`config.mk`:
```
export PLATFORM = sky130hd
export DESIGN_NAME = fsm_deco_seq
export DESIGN_NICKNAME = d
export VERILOG_FILES = /design/src/rtl/fsm_deco_seq.sv
export SDC_FILE = /design/constraint.sdc
export NUM_CORES = 1
export LEC_CHECK = 0
export BUFFER_PORTS_ARGS = -buffer_cell sky130_fd_sc_hd__buf_2
export CAP_MARGIN = 15
export CORE_MARGIN = 4
export CORE_UTILIZATION = 45
export CTS_CLUSTER_DIAMETER = 40
export CTS_CLUSTER_SIZE = 8
export DETAILED_ROUTE_END_ITERATION = 10
export GPL_ROUTABILITY_DRIVEN = 0
export HOLD_SLACK_MARGIN = 0.02
export PLACE_DENSITY = 0.69
export SLEW_MARGIN = 20
export SYNTH_ARGS = -nofsm -noshare
export SYNTH_HDL_FRONTEND = slang
export SYNTH_SLANG_ARGS = --single-unit
```
`constraint.sdc`:
```
create_clock -name clk -period 1.59 [get_ports clk]
set_clock_uncertainty 0.2 [all_clocks]
set_input_delay 0.477 -clock clk [delete_from_list [all_inputs] [get_ports clk]]
set_output_delay 0.477 -clock clk [all_outputs]
set_load 0.05 [all_outputs]
```
`src/rtl/fsm_deco_seq.sv`:
```
// Sequenced instruction decoder: valid/ready accept, then DECODE/READ/EXEC/LOAD_WAIT/WB walk.
// Optional FSM_DECO_RETIRE_CNT_EN adds a wrapping count of retired instructions (retire_cnt).
//
// state     | meaning
// S_IDLE    | ready for a new instruction
// S_DECODE  | fields latched, pick the path
// S_READ    | register-file read strobe
// S_EXEC    | ALU cycle
// S_LOAD_WAIT | load_req held until ack or timeout
// S_WB      | register-file write strobe
module fsm_deco_seq #(
   parameter int ADDR_W       = 2,
   parameter int LOAD_TIMEOUT = 15,
   parameter int CNT_W        = 16
) (
   input  logic              clk,
   input  logic              rst,
   input  logic              instr_valid,
   output logic              instr_ready,
   input  logic [2:0]        opcode,
   input  logic [ADDR_W-1:0] operand1,
   input  logic [ADDR_W-1:0] operand2,
   output logic [2:0]        alu_opcode,
   output logic [ADDR_W-1:0] rd_addr1,
   output logic [ADDR_W-1:0] rd_addr2,
   output logic              rd_en,
   output logic [ADDR_W-1:0] wrt_addr,
   output logic              wrt_en,
   output logic              load_data,
   output logic              load_req,
   input  logic              load_ack,
   output logic              load_err,
   output logic              busy
`ifdef FSM_DECO_RETIRE_CNT_EN
   ,output logic [CNT_W-1:0] retire_cnt
`endif
);

   localparam int LC_W = ($clog2(LOAD_TIMEOUT + 1) > 4) ? $clog2(LOAD_TIMEOUT + 1) : 4;
   localparam logic [LC_W-1:0] LC_LAST = LC_W'(LOAD_TIMEOUT - 1);

   typedef enum logic [2:0] {
      S_IDLE, S_DECODE, S_READ, S_EXEC, S_LOAD_WAIT, S_WB
   } state_t;

   state_t          state, state_nxt;
   logic            rst_done;
   logic [LC_W-1:0] load_cnt;
   logic            accept;

   assign busy        = (state != S_IDLE);
   assign instr_ready = (state == S_IDLE) && rst_done;
   assign accept      = instr_valid && instr_ready;

   always_ff @(posedge clk or posedge rst) begin
      if (rst) begin
         state      <= S_IDLE;
         rst_done   <= 1'b0;
         load_cnt   <= '0;
         alu_opcode <= '0;
         rd_addr1   <= '0;
         rd_addr2   <= '0;
         wrt_addr   <= '0;
         load_data  <= 1'b0;
      end else begin
         state    <= state_nxt;
         rst_done <= 1'b1;
         load_cnt <= (state == S_LOAD_WAIT) ? load_cnt + 1'b1 : '0;
         if (accept) begin
            alu_opcode <= opcode;
            // fields an opcode does not use keep their previous values
            case (opcode)
               3'b001: begin
                  wrt_addr  <= operand1;
                  load_data <= 1'b0;
               end
               3'b010, 3'b011: begin
                  rd_addr1  <= operand1;
                  wrt_addr  <= operand1;
                  load_data <= 1'b0;
               end
               3'b100: begin
                  wrt_addr  <= operand1;
                  load_data <= 1'b1;
               end
               3'b101: begin
                  rd_addr1 <= operand1;
                  rd_addr2 <= operand2;
               end
               3'b110: begin
                  rd_addr1  <= operand1;
                  rd_addr2  <= operand2;
                  wrt_addr  <= operand1;
                  load_data <= 1'b0;
               end
               3'b111: begin
                  rd_addr1  <= operand2;
                  wrt_addr  <= operand1;
                  load_data <= 1'b0;
               end
               default: ;
            endcase
         end
      end
   end

   always_comb begin
      state_nxt = state;
      rd_en     = 1'b0;
      wrt_en    = 1'b0;
      load_req  = 1'b0;
      load_err  = 1'b0;
      case (state)
         S_IDLE:
            if (accept) state_nxt = S_DECODE;
         S_DECODE:
            case (alu_opcode)
               3'b000:  state_nxt = S_IDLE;
               3'b001:  state_nxt = S_EXEC;
               3'b100:  state_nxt = S_LOAD_WAIT;
               default: state_nxt = S_READ;
            endcase
         S_READ: begin
            rd_en     = 1'b1;
            state_nxt = S_EXEC;
         end
         S_EXEC:
            state_nxt = (alu_opcode == 3'b101) ? S_IDLE : S_WB;
         S_LOAD_WAIT: begin
            load_req = 1'b1;
            // ack on the final counted cycle still wins over the timeout
            if (load_ack) begin
               state_nxt = S_WB;
            end else if (load_cnt == LC_LAST) begin
               load_err  = 1'b1;
               state_nxt = S_IDLE;
            end
         end
         S_WB: begin
            wrt_en    = 1'b1;
            state_nxt = S_IDLE;
         end
         default: state_nxt = S_IDLE;
      endcase
   end

`ifdef FSM_DECO_RETIRE_CNT_EN
   logic retire;
   assign retire = busy && (state_nxt == S_IDLE) && !load_err;

   always_ff @(posedge clk or posedge rst) begin
      if (rst)         retire_cnt <= '0;
      else if (retire) retire_cnt <= retire_cnt + 1'b1;
   end
`endif

endmodule

```
**Word level (Yosys, flattened, before mapping)**

Cells that the tools add are included.

- Bits in registers: 18
- Bits in latches: 0
- RAM bits: 0
- Memory bits (read-only): 0
- Input bits: 11
- Output and inout port bits: 16
- Logic and storage cells: 58
- Memories kept: 0

- Add/sub/neg operators: 1
- Multipliers: 0
- Divide/modulo/power cells: 0
- Order comparisons: 0
- Equality and inequality tests: 18
- Shifts and indexed selects: 0
- Multiplexer cells: 15
- Bitwise logic cells: 0
- Reductions and logical operators: 16

Operator list:

| operator | number |
|---|---|
| 3-bit equality test, second input constant | 8 |
| 3-bit case mux with 5 select lines | 1 |
| 3-bit by 2-bit equality test with 1-bit output, second input constant | 4 |
| 3-bit 2-to-1 mux | 4 |
| 2-bit AND reduction | 5 |
| 3-bit by 1-bit equality test with 1-bit output, second input constant | 3 |
| 3-bit case mux with 3 select lines | 1 |
| 3-bit zero test | 2 |
| 1-bit 2-to-1 mux | 6 |
| 6-bit OR reduction | 1 |
| 5-bit OR reduction | 1 |
| 4-bit by 1-bit adder with 4-bit output, second input constant | 1 |
| 4-bit equality test, second input constant | 1 |
| 4-bit 2-to-1 mux | 1 |
| 2-bit case mux with 2 select lines | 1 |
| 2-bit nonzero test | 2 |
| 4-bit OR reduction | 1 |
| 3-bit by 2-bit != test with 1-bit output, second input constant | 1 |
| 3-bit nonzero test | 1 |
| 1-bit logical AND | 2 |
| 2-bit != test, second input constant | 1 |
| 1-bit case mux with 2 select lines | 1 |
| 2-bit OR reduction | 1 |

**Depth between registers and ports, before layout**

- Word-level depth: 5
- Gate-level depth with buffers: 5

**Least setup slack after synthesis**

Ideal clock, no wire load.

- Path type: register -> output
- Start point: register state[0]
- End point: output wrt_en
- Data arrival time: 1.687 ns
- Data required time: 0.913 ns
- Path slack: -0.774 ns
- Cell stages (with the launch flop): 3
- Path through: dfrtp_1 > inv_1 > nor3b_1

- Cells in the longest elaborated chain, start to end: 2

RTL lines:

| item | line | RTL |
|---|---|---|
| from (decl) | 46 | `state_t state, state_nxt;` |
| from (signal assigned) | 66 | `state <= state_nxt;` |
| 3-bit equality test | 113 | `case (state)` |
| 1-bit 2-to-1 mux | 113 |  |
| to (decl) | 28 | `output logic wrt_en,` |

Every way passes these cells.

**Worst setup path after layout**

- Start point: register load_cnt[0]
- End point: output load_err

- Cells in the longest elaborated chain, start to end: 4

RTL lines:

| item | line | RTL |
|---|---|---|
| from (decl) | 48 | `logic [LC_W-1:0] load_cnt;` |
| from (signal assigned) | 68 | `load_cnt <= (state == S_LOAD_WAIT) ? load_cnt + 1'b1 : '0;` |
| 4-bit equality test | 134 | `end else if (load_cnt == LC_LAST) begin` |
| 1-bit 2-to-1 mux | 134 |  |
| 1-bit 2-to-1 mux | 132 | `if (load_ack) begin` |
| 1-bit 2-to-1 mux | 113 |  |
| to (decl) | 32 | `output logic load_err,` |

Every way passes these cells.

==> impl_metrics.py <==
metrics = {
    "routing": {
        "wl_met3_microns": 111,
        "top_layer": "met4",
        "ant_nets": 0,
        "dr.pass1.iters": 4,
        "wl_per_cell_microns": 15.1,
        "drt_wl_total_microns": 2690,
        "dr_wl_met2_microns": 1430,
        "drc": 0,
        "vias_per_cell": 5.16,
        "via_count": 918,
        "wl_met1_microns": 1120,
        "drt-initial-drc-count": 14,
    },
    "place": {
        "dp_cells": 163,
        "port_buffers": 26,
        "dp_hpwl_microns": 1600,
    },
    "grt": {
        "grt.overflow.total": 0,
        "grt_start_max_net_pins": 19,
        "antenna_found_initial": 0,
        "grt_pass1_vias": 918,
        "grt_usage": 0.203,
        "grt_pass1_wl_microns": 4180,
    },
    "run_status": {
        "violations": "negative setup slack",
        "status": "complete, but fails checks",
    },
    "floorplan": {
        "io_pins": 27,
        "fp.dieH_microns": 54.3,
        "rows": 16,
        "coreArea_sq_um": 2000,
        "fp.dieW_microns": 54.3,
        "die_area_sq_um": 2950,
        "start_util": 0.482,
    },
    "setup_path": {
        "worstSetupStartpointType": "flop",
        "timing.rr.start": "state[1]",
        "ff2ff_path_depth": 7,
        "rrSetupSlack_ns": -0.21,
        "worstSetupPathType": "flop to primary output",
        "cp_max_fo": 2,
        "rr_endpoint": "load_data",
        "required_ns": 0.91,
        "cp-end-kind": "primary output",
        "cp.arrival_ns": 1.33,
    },
    "sta": {
        "report.final.slew_viol_count": 0,
        "hold_viol": 0,
        "rsz0062_at_grt": "yes",
        "final.setup.worst_slack_ns": -0.414,
        "timing.final.crit_share": 1.26,
        "min_period_ns": 2.00,
        "setup_violations": 16,
        "max_freq_mhz": 499,
    },
    "cts": {
        "cts_buffers": 3,
        "clk_pin_slew_ns": 0.10,
        "cts-root-buf": "clkbuf_4",
        "htreeDepth": 1,
        "clk_latency_ns": 0.30,
        "cts_sinks": 18,
        "clk_path_buf_depth": 2,
        "cts_tree": "yes",
    },
    "yosys": {
        "ys_top_cells_by_area": "dfrtp_1 (47%), mux2_2 (4.7%), nor3_4 (3.4%), inv_1 (2.7%), nor2_1 (2.7%)",
        "synth.avg_cell_area_sq_um": 10.6,
        "yosys_warnings": 0,
        "synth_fp_nets": 104,
        "synth_top_area_cell": "dfrtp_1",
        "ys_seq_elements": 18,
        "netlist_instances": 91,
        "synth_cell_type_count": 35,
        "synthesis.area_sq_um": 965,
        "synth.top_cell.area_share": 0.467,
        "yosysSeqAreaShare": 0.467,
    },
    "power": {
        "power_density_nw_per_um2": 1980,
        "p_leak_nw": 0.769,
        "vdd_drop_max_v": 0.00124,
    },
    "hold_path": {
        "holdCritPathClass": "primary input to flop",
        "holdPathStages": 3,
        "holdPathEnd": "state[0]",
        "hp-start": "load_ack",
    },
    "final_layout": {
        "post-route-util": 0.813,
        "multi_input_area_sq_um": 542,
        "layout_commonest_cell": "buf_4",
        "nets": 165,
        "antenna_cells": 0,
        "seqCellArea_sq_um": 454,
        "fillers": 123,
        "area_growth_pct": 68.7,
        "fin_cells": 178,
        "final_cell_mix": "buf_4 (30), buf_6 (18), dfrtp_1 (15), buf_2 (10), inv_1 (6)",
        "drive_gt1_frac": 0.576,
    },
    "job": {
        "maxCapViolCount": 0,
    },
}
==> repair_timing <==
| action | in CTS | in global routing |
|---|---|---|
| setup endpoints to repair | 25 | 22 |
| pin swaps | 11 | 4 |
| cloned | 0 | 0 |
| resized for setup | 43 | 10 |
| hold buffers | 1 | 0 |
| endpoints found under the hold margin | 18 | 0 |
| setup buffers | 7 | 4 |
==> flip-flops by register name, indices dropped and copies added, names as in the netlist <==
| signal | cells |
|---|---|
| load_cnt | 4 |
| alu_opcode | 3 |
| state | 3 |
| rd_addr1 | 2 |
| rd_addr2 | 2 |
| wrt_addr | 2 |
| load_data | 1 |
| rst_done | 1 |
==> power breakdown <==
part	internal, mW	switching [mW]	leakage, nW
registers	0.627	0.171	0.222
logic	1.01	1.18	0.532
clock network	0.0978	0.133	0.0150
==> worst max-delay path by stage <==
| stage | startpoint | to | slack, ns | depth (start not counted) |
|---|---|---|---|---|
| CTS | load_cnt[0] | load_err | -0.43 | 5 |
| finish | load_cnt[0] | load_err | -0.41 | 5 |
| floorplan | load_cnt[0] | load_err | -0.14 | 4 |
| global route | load_cnt[0] | load_err | -0.50 | 5 |
| global placement | load_ack | load_err | -0.28 | 4 |
| detailed placement | load_ack | load_err | -0.30 | 4 |
==> cell type report <==
cell class	count	area share
repair buffers	62	0.327
inverters	8	0.0238
multi-input cells	59	0.333
flip-flops and latches	18	0.279
well taps	27	0.0208
clock buffers	4	0.0161
==> synth_stat cells (all sizes together) <==
master / count
conb: 1
o32ai: 1
and2: 2
o31ai: 1
nand2b: 1
xnor2: 2
a22o: 2
a21oi: 1
ha: 2
nand4b: 3
xor2: 2
a211oi: 2
nand3: 3
inv: 8
nand2: 4
nor3: 2
nor2b: 2
o32a: 1
nor3b: 3
or3: 1
o22ai: 3
o2111ai: 2
dfrtp: 18
and3: 1
mux2: 6
clkbuf: 1
buf: 5
nand4: 2
nor2: 7
o211ai: 2
==> metrics by stage <==
step / hold slack, ns / power, mW / setup TNS (ns) / worst slack [ns] / area [sq um]
after floorplan: 0.216 / 1.95 / -1.02 / -0.142 / 1050
after global placement: 0.284 / 2.33 / -1.96 / -0.276 / 1340
after detailed placement: 0.290 / 2.35 / -2.13 / -0.296 / 1340
after CTS: 0.217 / 3.06 / -3.53 / -0.432 / 1580
after global routing: 0.224 / 3.36 / -4.50 / -0.501 / 1630
final: 0.232 / 3.22 / -3.65 / -0.414 / 1630
==> critical path: stages, from the launching register on <==
cell,delay [ns]
dfrtp_1,0.38
inv_1,0.06
ha_1,0.15
nand4b_1,0.16
nor2_4,0.12
buf_6,0.16
==> cell families (layout without fill, tap and decap cells) <==
group / after synthesis / after routing / synth area share
DFF: 18 / 18 / 0.467
xor gates and xnor gates: 4 / 4 / 0.0363
and+or+nand+nor: 31 / 31 / 0.201
AOI/OAI and AO/OA: 15 / 15 / 0.126
buffers and inverters: 14 / 74 / 0.0700
other: 1 / 1 / 0.00389
adders and majority gates: 2 / 2 / 0.0259
muxes: 6 / 6 / 0.0700
==> metal layers <==
metal | track usage | vias up
met5 | 0 | -
met4 | 0.0498 | 0
met3 | 0.0627 | 5
met2 | 0.365 | 19
met1 | 0.232 | 451
li1 | - | 443
Note: power is estimated with default switching activity, not from simulation.
